`config.mk`:
```
export PLATFORM = sky130hd
export DESIGN_NAME = alu_cmd_encoder
export DESIGN_NICKNAME = d
export VERILOG_FILES = /design/src/rtl/alu_cmd_encoder.sv
export SDC_FILE = /design/constraint.sdc
export NUM_CORES = 1
export LEC_CHECK = 0
export BUFFER_PORTS_ARGS = -buffer_cell sky130_fd_sc_hd__buf_2
export CORE_MARGIN = 8
export CORE_UTILIZATION = 55
export CTS_BUF_LIST = sky130_fd_sc_hd__clkbuf_8
export DETAILED_ROUTE_END_ITERATION = 10
export GPL_TIMING_DRIVEN = 0
export PLACE_DENSITY = 0.76
export SLEW_MARGIN = 20
export SYNTH_ARGS = -nofsm -noshare
export SYNTH_HDL_FRONTEND = slang
export SYNTH_SLANG_ARGS = --single-unit
```
`constraint.sdc`:
```
create_clock -name CLK -period 4.1 [get_ports CLK]
set_input_delay 0.205 -clock CLK [delete_from_list [all_inputs] [get_ports CLK]]
set_output_delay 0.205 -clock CLK [all_outputs]
set_load 0.1 [all_outputs]
```
`src/rtl/alu_cmd_encoder.sv`:
```
// Purpose: buffers ALU operation requests and issues them as {unit, op} function codes.
// Latency: from an idle start, ALU_VALID is high in the cycle after the second edge following acceptance.
// Backpressure: REQ_READY = !full, taken from registered state only; issues are spaced ALU_LAT+1 cycles apart.
//
// Ports:
//   CLK, RST                     clock and synchronous active-low reset
//   REQ_VALID / REQ_READY        request handshake
//   REQ_ARITH/LOGIC/CMP/SHIFT    one-hot unit select
//   REQ_OP                       sub-op within the unit
//   REQ_A, REQ_B                 operands
//   ALU_FUN, ALU_A, ALU_B        registered command to the ALU; each holds its value until the next issue
//   ALU_VALID                    one-cycle issue strobe
//   CMD_ERR, ERR_CNT             pulse and saturating count for dropped illegal selects
//   BUSY                         FIFO non-empty or issue FSM active

// Purpose: generic synchronous FIFO that tracks occupancy with a count.
// Latency: pop_dat shows the head combinationally; a push becomes visible at the next edge.
// Backpressure: pushes are ignored while full and pops are ignored while empty.
module sync_fifo #(
    parameter int W     = 8,
    parameter int DEPTH = 4
) (
    input  logic         clk,
    input  logic         rst_n,
    input  logic         push,
    input  logic [W-1:0] push_dat,
    input  logic         pop,
    output logic [W-1:0] pop_dat,
    output logic         full,
    output logic         empty
);
    localparam int AW = $clog2(DEPTH);
    localparam int CW = AW + 1;

    logic [W-1:0]  mem [DEPTH];
    logic [AW-1:0] wr_ptr;
    logic [AW-1:0] rd_ptr;
    logic [CW-1:0] count;
    logic          do_push;
    logic          do_pop;

    assign full    = (count == CW'(DEPTH));
    assign empty   = (count == '0);
    assign do_push = push && !full;
    assign do_pop  = pop && !empty;
    assign pop_dat = mem[rd_ptr];

    // Storage carries no reset. Only the pointers and the count define what it holds.
    always_ff @(posedge clk) begin
        if (do_push) begin
            mem[wr_ptr] <= push_dat;
        end
    end

    // DEPTH is a power of two, so each pointer wraps on its own natural overflow.
    always_ff @(posedge clk) begin
        if (!rst_n) begin
            wr_ptr <= '0;
            rd_ptr <= '0;
            count  <= '0;
        end else begin
            if (do_push) begin
                wr_ptr <= wr_ptr + AW'(1);
            end
            if (do_pop) begin
                rd_ptr <= rd_ptr + AW'(1);
            end
            case ({do_push, do_pop})
                2'b10:   count <= count + CW'(1);
                2'b01:   count <= count - CW'(1);
                default: count <= count;
            endcase
        end
    end
endmodule

module alu_cmd_encoder #(
    parameter int WIDTH   = 16,
    parameter int DEPTH   = 4,
    parameter int ALU_LAT = 1
) (
    input  logic             CLK,
    input  logic             RST,
    input  logic             REQ_VALID,
    output logic             REQ_READY,
    input  logic             REQ_ARITH,
    input  logic             REQ_LOGIC,
    input  logic             REQ_CMP,
    input  logic             REQ_SHIFT,
    input  logic [1:0]       REQ_OP,
    input  logic [WIDTH-1:0] REQ_A,
    input  logic [WIDTH-1:0] REQ_B,
    output logic [3:0]       ALU_FUN,
    output logic [WIDTH-1:0] ALU_A,
    output logic [WIDTH-1:0] ALU_B,
    output logic             ALU_VALID,
    output logic             CMD_ERR,
    output logic [7:0]       ERR_CNT,
    output logic             BUSY
);
    localparam int CW = $clog2(ALU_LAT + 1);

    typedef struct packed {
        logic [3:0]       fun;
        logic [WIDTH-1:0] a;
        logic [WIDTH-1:0] b;
    } cmd_t;

    typedef enum logic [1:0] {
        S_IDLE,
        S_ISSUE,
        S_WAIT
    } state_t;

    state_t        state;
    logic [CW-1:0] wait_cnt;

    logic [3:0] sel;
    logic [1:0] unit;
    logic       legal;
    logic       accept;
    logic       push;
    logic       pop;
    logic       fifo_full;
    logic       fifo_empty;
    cmd_t       req_cmd;
    cmd_t       head_cmd;

    assign sel = {REQ_SHIFT, REQ_CMP, REQ_LOGIC, REQ_ARITH};

    // Any select pattern that is not exactly one-hot is illegal.
    always_comb begin
        legal = 1'b1;
        unit  = 2'b00;
        case (sel)
            4'b0001: unit = 2'b00;
            4'b0010: unit = 2'b01;
            4'b0100: unit = 2'b10;
            4'b1000: unit = 2'b11;
            default: legal = 1'b0;
        endcase
    end

    assign req_cmd = '{fun: {unit, REQ_OP}, a: REQ_A, b: REQ_B};

    // An illegal request still completes the handshake, but it is not enqueued.
    assign REQ_READY = !fifo_full;
    assign accept    = REQ_VALID && REQ_READY;
    assign push      = accept && legal;

    // The FSM pops from IDLE, and also on the last WAIT cycle so that issues run back to back.
    assign pop = !fifo_empty &&
                 ((state == S_IDLE) || ((state == S_WAIT) && (wait_cnt == CW'(1))));

    assign BUSY = (state != S_IDLE) || !fifo_empty;

    sync_fifo #(
        .W     ($bits(cmd_t)),
        .DEPTH (DEPTH)
    ) u_fifo (
        .clk      (CLK),
        .rst_n    (RST),
        .push     (push),
        .push_dat (req_cmd),
        .pop      (pop),
        .pop_dat  (head_cmd),
        .full     (fifo_full),
        .empty    (fifo_empty)
    );

    always_ff @(posedge CLK) begin
        if (!RST) begin
            state     <= S_IDLE;
            wait_cnt  <= '0;
            ALU_FUN   <= '0;
            ALU_A     <= '0;
            ALU_B     <= '0;
            ALU_VALID <= 1'b0;
            CMD_ERR   <= 1'b0;
            ERR_CNT   <= '0;
        end else begin
            ALU_VALID <= 1'b0;
            CMD_ERR   <= accept && !legal;
            if (accept && !legal && (ERR_CNT != 8'hFF)) begin
                ERR_CNT <= ERR_CNT + 8'd1;
            end

            // Operands are loaded on the pop edge and stay stable through ISSUE and WAIT.
            if (pop) begin
                ALU_FUN <= head_cmd.fun;
                ALU_A   <= head_cmd.a;
                ALU_B   <= head_cmd.b;
            end

            case (state)
                S_IDLE: begin
                    if (pop) begin
                        state <= S_ISSUE;
                    end
                end
                S_ISSUE: begin
                    ALU_VALID <= 1'b1;
                    wait_cnt  <= CW'(ALU_LAT);
                    state     <= S_WAIT;
                end
                S_WAIT: begin
                    if (wait_cnt == CW'(1)) begin
                        state <= pop ? S_ISSUE : S_IDLE;
                    end else begin
                        wait_cnt <= wait_cnt - CW'(1);
                    end
                end
                default: state <= S_IDLE;
            endcase
        end
    end
endmodule

```
======== Yosys cells after proc, flatten, opt, wreduce, memory -nomap -nowiden ========
Memories as Yosys holds them, arrays and structs flattened. A register that Yosys moved wholly into a read port is not among the register bits.
Index checks and enable logic that the tools add are counted.
word-level totals
  register bits ........................... 20
  memory bits (writable) .................. 144
  memories kept ........................... 1
  word-level logic and storage cells ...... 60
  output and inout port bits .............. 48
  input bits .............................. 41
memory list
  name        depth  width  read ports  clocked after memory_dff  wr ports  RTL line  source
  u_fifo.mem  4      36     1           1                         1         35        logic [W-1:0] mem [DEPTH];
operators by class
  reduce and logical (&&, ||, !) cells .... 21
  add/sub/neg operators ................... 6
  equal/unequal tests ..................... 12
  multiplexer cells ....................... 12
operator list
  kind                                                                number
  2-bit case mux with 3 select lines                                  2
  8-bit by 1-bit adder with 8-bit output, second input constant       1
  1-bit logical AND                                                   8
  8-bit inequality test, second input constant                        1
  1-bit 2-to-1 mux                                                    6
  3-bit case mux with 2 select lines                                  1
  2-bit nonzero test                                                  3
  2-bit by 1-bit adder with 2-bit output, second input constant       2
  2-bit by 1-bit == test with 1-bit output, second input constant     2
  2-bit == test, second input constant                                2
  4-bit by 1-bit == test with 1-bit output, second input constant     1
  4-bit by 2-bit == test with 1-bit output, second input constant     1
  4-bit by 3-bit == test with 1-bit output, second input constant     1
  4-bit == test, second input constant                                1
  1-bit logical NOT                                                   4
  2-bit 2-to-1 mux                                                    2
  2-bit inequality test, second input constant                        2
  4-bit OR reduction                                                  1
  3-bit by 1-bit adder with 3-bit output, second input constant       1
  3-bit == test, second input constant                                1
  3-bit logical NOT                                                   1
  3-bit by 1-bit subtractor with 3-bit output, second input constant  1
  2-bit logical NOT                                                   1
  1-bit logical OR                                                    2
  3 further kinds                                                     3

======== Depth between registers and ports, before layout ========
  depth after elaboration ................. 7
  depth in mapped cells ................... 12
  mapped depth without buffers ............ 11

======== Modules after synthesis ========
Synthesis repeated with hierarchy kept, for this count alone.
unflattened totals
  cells, all modules ...................... 484
  area, all modules ....................... 7,652.3 um^2
modules (own cells, without submodules)
  module           area each (um^2)  cells each  seq. area each (um^2)  instances
  sync_fifo        5,720.5           242         4,504.3                1
  alu_cmd_encoder  1,931.9           242         980.9                  1

======== Least setup slack after synthesis ========
Ideal clock, no wire load.
  path kind ............................... flip-flop to flip-flop
  from .................................... reg state[0]
  to ...................................... reg u_fifo.count[2]
  setup slack ............................. 1.624 ns
  library setup time ...................... 0.070 ns
  arrival time ............................ 2.405 ns
  buffers on the path ..................... 1
  cell stages (with the launch flop) ...... 13
  period minus slack after synthesis ...... 2.476 ns
  required time ........................... 4.030 ns
  path through ............................ dfxtp_1 -> inv_1 -> ha_1 -> a21oi_1 -> or2_2 -> inv_1 -> clkbuf_1 -> ha_1 -> inv_1 -> fa_1 -> xor2_1 -> or3_1 -> a21oi_1
on the way
  cells in the longest elaborated chain, start to end .. 7
  elaborated cells on any way between the ends .. 10
  those cells by class .................... eq/ne: 3; mux: 1; reduce/logical: 6
ends and longest elaborated chain
  element                                                                           RTL line  source
  start, declared                                                                   115       state_t state;
  start signal, assigned                                                            208       state <= pop ? S_ISSUE : S_IDLE;
  2-bit == test                                                                     153       ((state == S_IDLE) || ((state == S_WAIT) && (wait_cnt == CW'(1))));
  1-bit logical AND                                                                 153
  1-bit logical OR (*)                                                              153
  1-bit logical AND (*)                                                             152       assign pop = !fifo_empty &&
  named net pop                                                                     123       logic pop;
  1-bit logical AND (*)                                                             45        assign do_pop = pop && !empty;
  2-bit by 1-bit == test with 1-bit output / 2-bit == test (equally long branches)  68        case ({do_push, do_pop})
  3-bit case mux with 2 select lines / 2-bit nonzero test (equally long branches)   -
  end signal, assigned                                                              69        2'b10: count <= count + CW'(1);
  end signal, assigned                                                              70        2'b01: count <= count - CW'(1);
  end signal, assigned                                                              71        default: count <= count;
  end, declared                                                                     38        logic [CW-1:0] count;
The timed path passes the listed nets; every way through them passes the cells marked *.
A chain may end at the register's enable or synchronous reset.

======== Worst setup path in the final report ========
  from .................................... reg state[1]
  to ...................................... reg u_fifo.count[2]
The elaborated chain is that of the path after synthesis.

==> key figures <==
Run status
  – Run status: finished clean

Power
  – Power Dens Cells: 707 nW/um2
  – Leak: 3.19 nW
  – Worst vdd ir: 0.642 mV
  – Design Power: 6.33 mW

Clock network
  – CTS resizes: 0
  – Max Root-Sink Buffers: 2
  – CTS Sinks: 200
  – Clk_lat worst skew: 460 ps
  – Root Buffer: clkbuf_8
  – Cts bufs inserted: 17
  – Clock slew at reported path FFs: 90 ps
  – H-tree depth: 4
  – CTS tree: built

Cells and area
  – Post-route insts no fill: 802
  – Layout cells sized above 1: 26.8%
  – Area delta synth->final: 19.2%
  – Fillcell total: 922
  – NumNets Final: 665
  – # diodes: 0

Worst setup path
  – Critical path's most frequent cell: inv_1
  – Critical path endpoint category: flip-flop
  – Critical Path, Cell by Cell: inv_1 -> ha_1 -> a21oi_1 -> or2_2 -> inv_1 -> clkbuf_1 -> ha_1 -> inv_1 -> fa_1 -> xor2_1 -> or3_1 -> a21oi_1
  – Crit path max fanout: 10
  – CP max-delay cell: clkbuf_1
  – Crit path DAT: 3340 ps
  – CP peak stage delay: 440 ps
  – Setup CP Type: reg2reg
  – Startpoint Class: flip-flop
  – Worst path required time: 4480 ps

Floorplan
  – Die Span X: 133 um
  – Die Y: 133 um
  – FP Rows: 42
  – Io pins: 89
  – Die Footprint: 17600 um2
  – Core Area: 13300 um2
  – Initial Util: 56.5%

Route
  – Via count: 4402
  – Remaining DRCs: 0
  – DRT antenna net count: 0
  – Total Wirelength: 15100 um
  – Vias/cell: 5.49
  – DR iter-0 viols: 312
  – First drt pass iteration count: 4
  – WL/cell: 18.8 um

Timing
  – Setup TNS: 0 ps
  – Tmin final: 2960 ps
  – Unrepaired setup endpoints after global routing: no
  – Clock skew: 15.6 ps
  – Least-Margin Pin Slew: 1060 ps
  – # setup viols final: 0
  – Final setup margin: 1140 ps
  – Final worst path period share: 72.3%
  – Hold Fails Final Rpt: 0
  – Slew HR: 29.3%
  – FMAX: 337 MHz
  – Final slew viol count: 0

Synth
  – Cells after Synth: 472
  – EDFF count, synth: 144
  – Post-synth ARST share: 0%
  – Synth Net Count: 524
  – Flops & latches, synth: 200
  – Main synth FF type: edfxtp_1
  – Average size of a mapped cell: 15.9 um2
  – Post-synthesis sequential area ratio: 72.5%
  – Ys Warns: 0
  – Netlist Area Pre-Place: 7510 um2
  – Synth unique cells: 35

GRT
  – Vias in the first global route: 4750
  – Largest net degree at the start of global routing: 37
  – Total GRT Usage: 17.8%
  – First-pass GRT wire length: 24300 um
  – Antenna violations before repair: 0
  – Gr ovfl total: 0

Placed design
  – DP HPWL: 9570 um
  – RD Place Congestion: 0.754
  – Placed cell count: 736
  – Port bufs: 88
  – Pre-CTS WS: 1190 ps

Hold path
  – Tightest Hold Check Type: in2reg

Job
  – Number of max-cap violations: 0
registers in the layout (all words and copies together), names as in the netlist:
signal and cells:
u_fifo.mem 144, ALU_A 16, ALU_B 16, ERR_CNT 8, ALU_FUN 4, u_fifo.count 3, state 2, u_fifo.rd_ptr 2
u_fifo.wr_ptr 2, ALU_VALID 1, CMD_ERR 1, wait_cnt 1
cell usage in the layout, fill, tap and decap left out, drive strengths merged, types with 2 or more instances in the layout:
cell type,netlist,final
and2,6,6
xnor2,5,5
mux2i,3,3
nor4b,2,2
nor2,16,16
a211oi,3,3
inv,13,16
dfxtp,56,56
clkinvlp,0,3
nand4,3,3
dlygate4sd3,0,34
clkinv,1,4
ha,10,10
mux4,36,36
edfxtp,144,144
bufinv,0,4
buf,11,99
clkbuf,11,30
xor2,5,5
or3,5,5
a21oi,43,43
nand2,77,77
nand3,5,5
o21ai,5,5
nor3,3,3
where the power goes:
part	switching, mW	internal (mW)	leakage (nW)
Clock	0.640	0.693	0.221
Sequential	0.122	2.38	1.76
Combinational	1.94	0.546	1.21
Total	2.71	3.62	3.19
cell usage after synthesis, drive strengths merged (5+ instances only):
| cell type | number | area, um2 |
|---|---|---|
| edfxtp | 144 | 4320 |
| nand2 | 77 | 289 |
| dfxtp | 56 | 1120 |
| a21oi | 43 | 215 |
| mux4 | 36 | 811 |
| nor2 | 16 | 60.1 |
| inv | 13 | 48.8 |
| buf | 11 | 57.6 |
| clkbuf | 11 | 41.3 |
| ha | 10 | 125 |
| and2 | 6 | 42.5 |
| nand3 | 5 | 25.0 |
| o21ai | 5 | 25.0 |
| or3 | 5 | 31.3 |
| xnor2 | 5 | 43.8 |
| xor2 | 5 | 43.8 |
path summary, 6_finish.rpt:
check,from,end,slack [ps],cells after the start
worst min-delay path,RST,ERR_CNT[6]$_SDFFE_PN0P_,70,2
worst max-delay path,state[1]$_SDFFE_PN0P_,u_fifo.count[2]$_SDFFE_PN0P_,1140,12
worst min register to register,ALU_A[5]$_SDFFE_PN0P_,ALU_A[5]$_SDFFE_PN0P_,450,2
worst max register to register,state[1]$_SDFFE_PN0P_,u_fifo.count[2]$_SDFFE_PN0P_,1140,12
what timing repair did:
item                      CTS  global route
hold buffers               34             0
hold endpoints to repair  136             0
buffers inserted            0             0
per-layer routing:
| metal | track usage, % | share of wire [%] |
|---|---|---|
| met4 | 6.25 | 1.1 |
| met2 | 30.6 | 51 |
| met5 | 0 | 0 |
| met1 | 20.6 | 41 |
| met3 | 5.45 | 6.6 |
stage by stage:
stage                     hold slack [ps]  utilization, %  cell area (um2)
after detailed placement              423            61.4             8170
after global routing                 33.2            67.3             8950
after floorplan                       304               -             7510
after global placement                414            61.4             8170
after CTS                            45.3            67.3             8950
final                                65.5            67.3             8950
cell families after synthesis:
group / Yosys count / synth area share, %
buf+inv: 36 / 2.02
flops: 200 / 72.5
xor+xnor: 10 / 1.17
fa+ha+maj: 11 / 1.93
simple gates: 124 / 7.33
mux: 39 / 11.2
compound gates: 52 / 3.80
critical path, delay by kind of cell (launching register included):
family / cells / cell delay, ps
buffers and inverters: 4 / 730
flip-flops: 1 / 350
AND/OR/NAND/NOR: 2 / 600
XOR/XNOR: 1 / 160
AO/OA/AOI/OAI: 2 / 200
adder cells (fa/ha/maj): 3 / 860
layout make-up:
type	instances	area, um2	area share, %
buffer	22	98.8	1.10
clock buffer	19	262	2.92
clock inverter	13	178	1.99
inverter	14	52.6	0.587
multi-input combinational	236	1910	21.3
sequential	200	5450	60.9
tap	176	220	2.46
timing repair buffer	122	781	8.73
(Power assumes the default switching activity.)
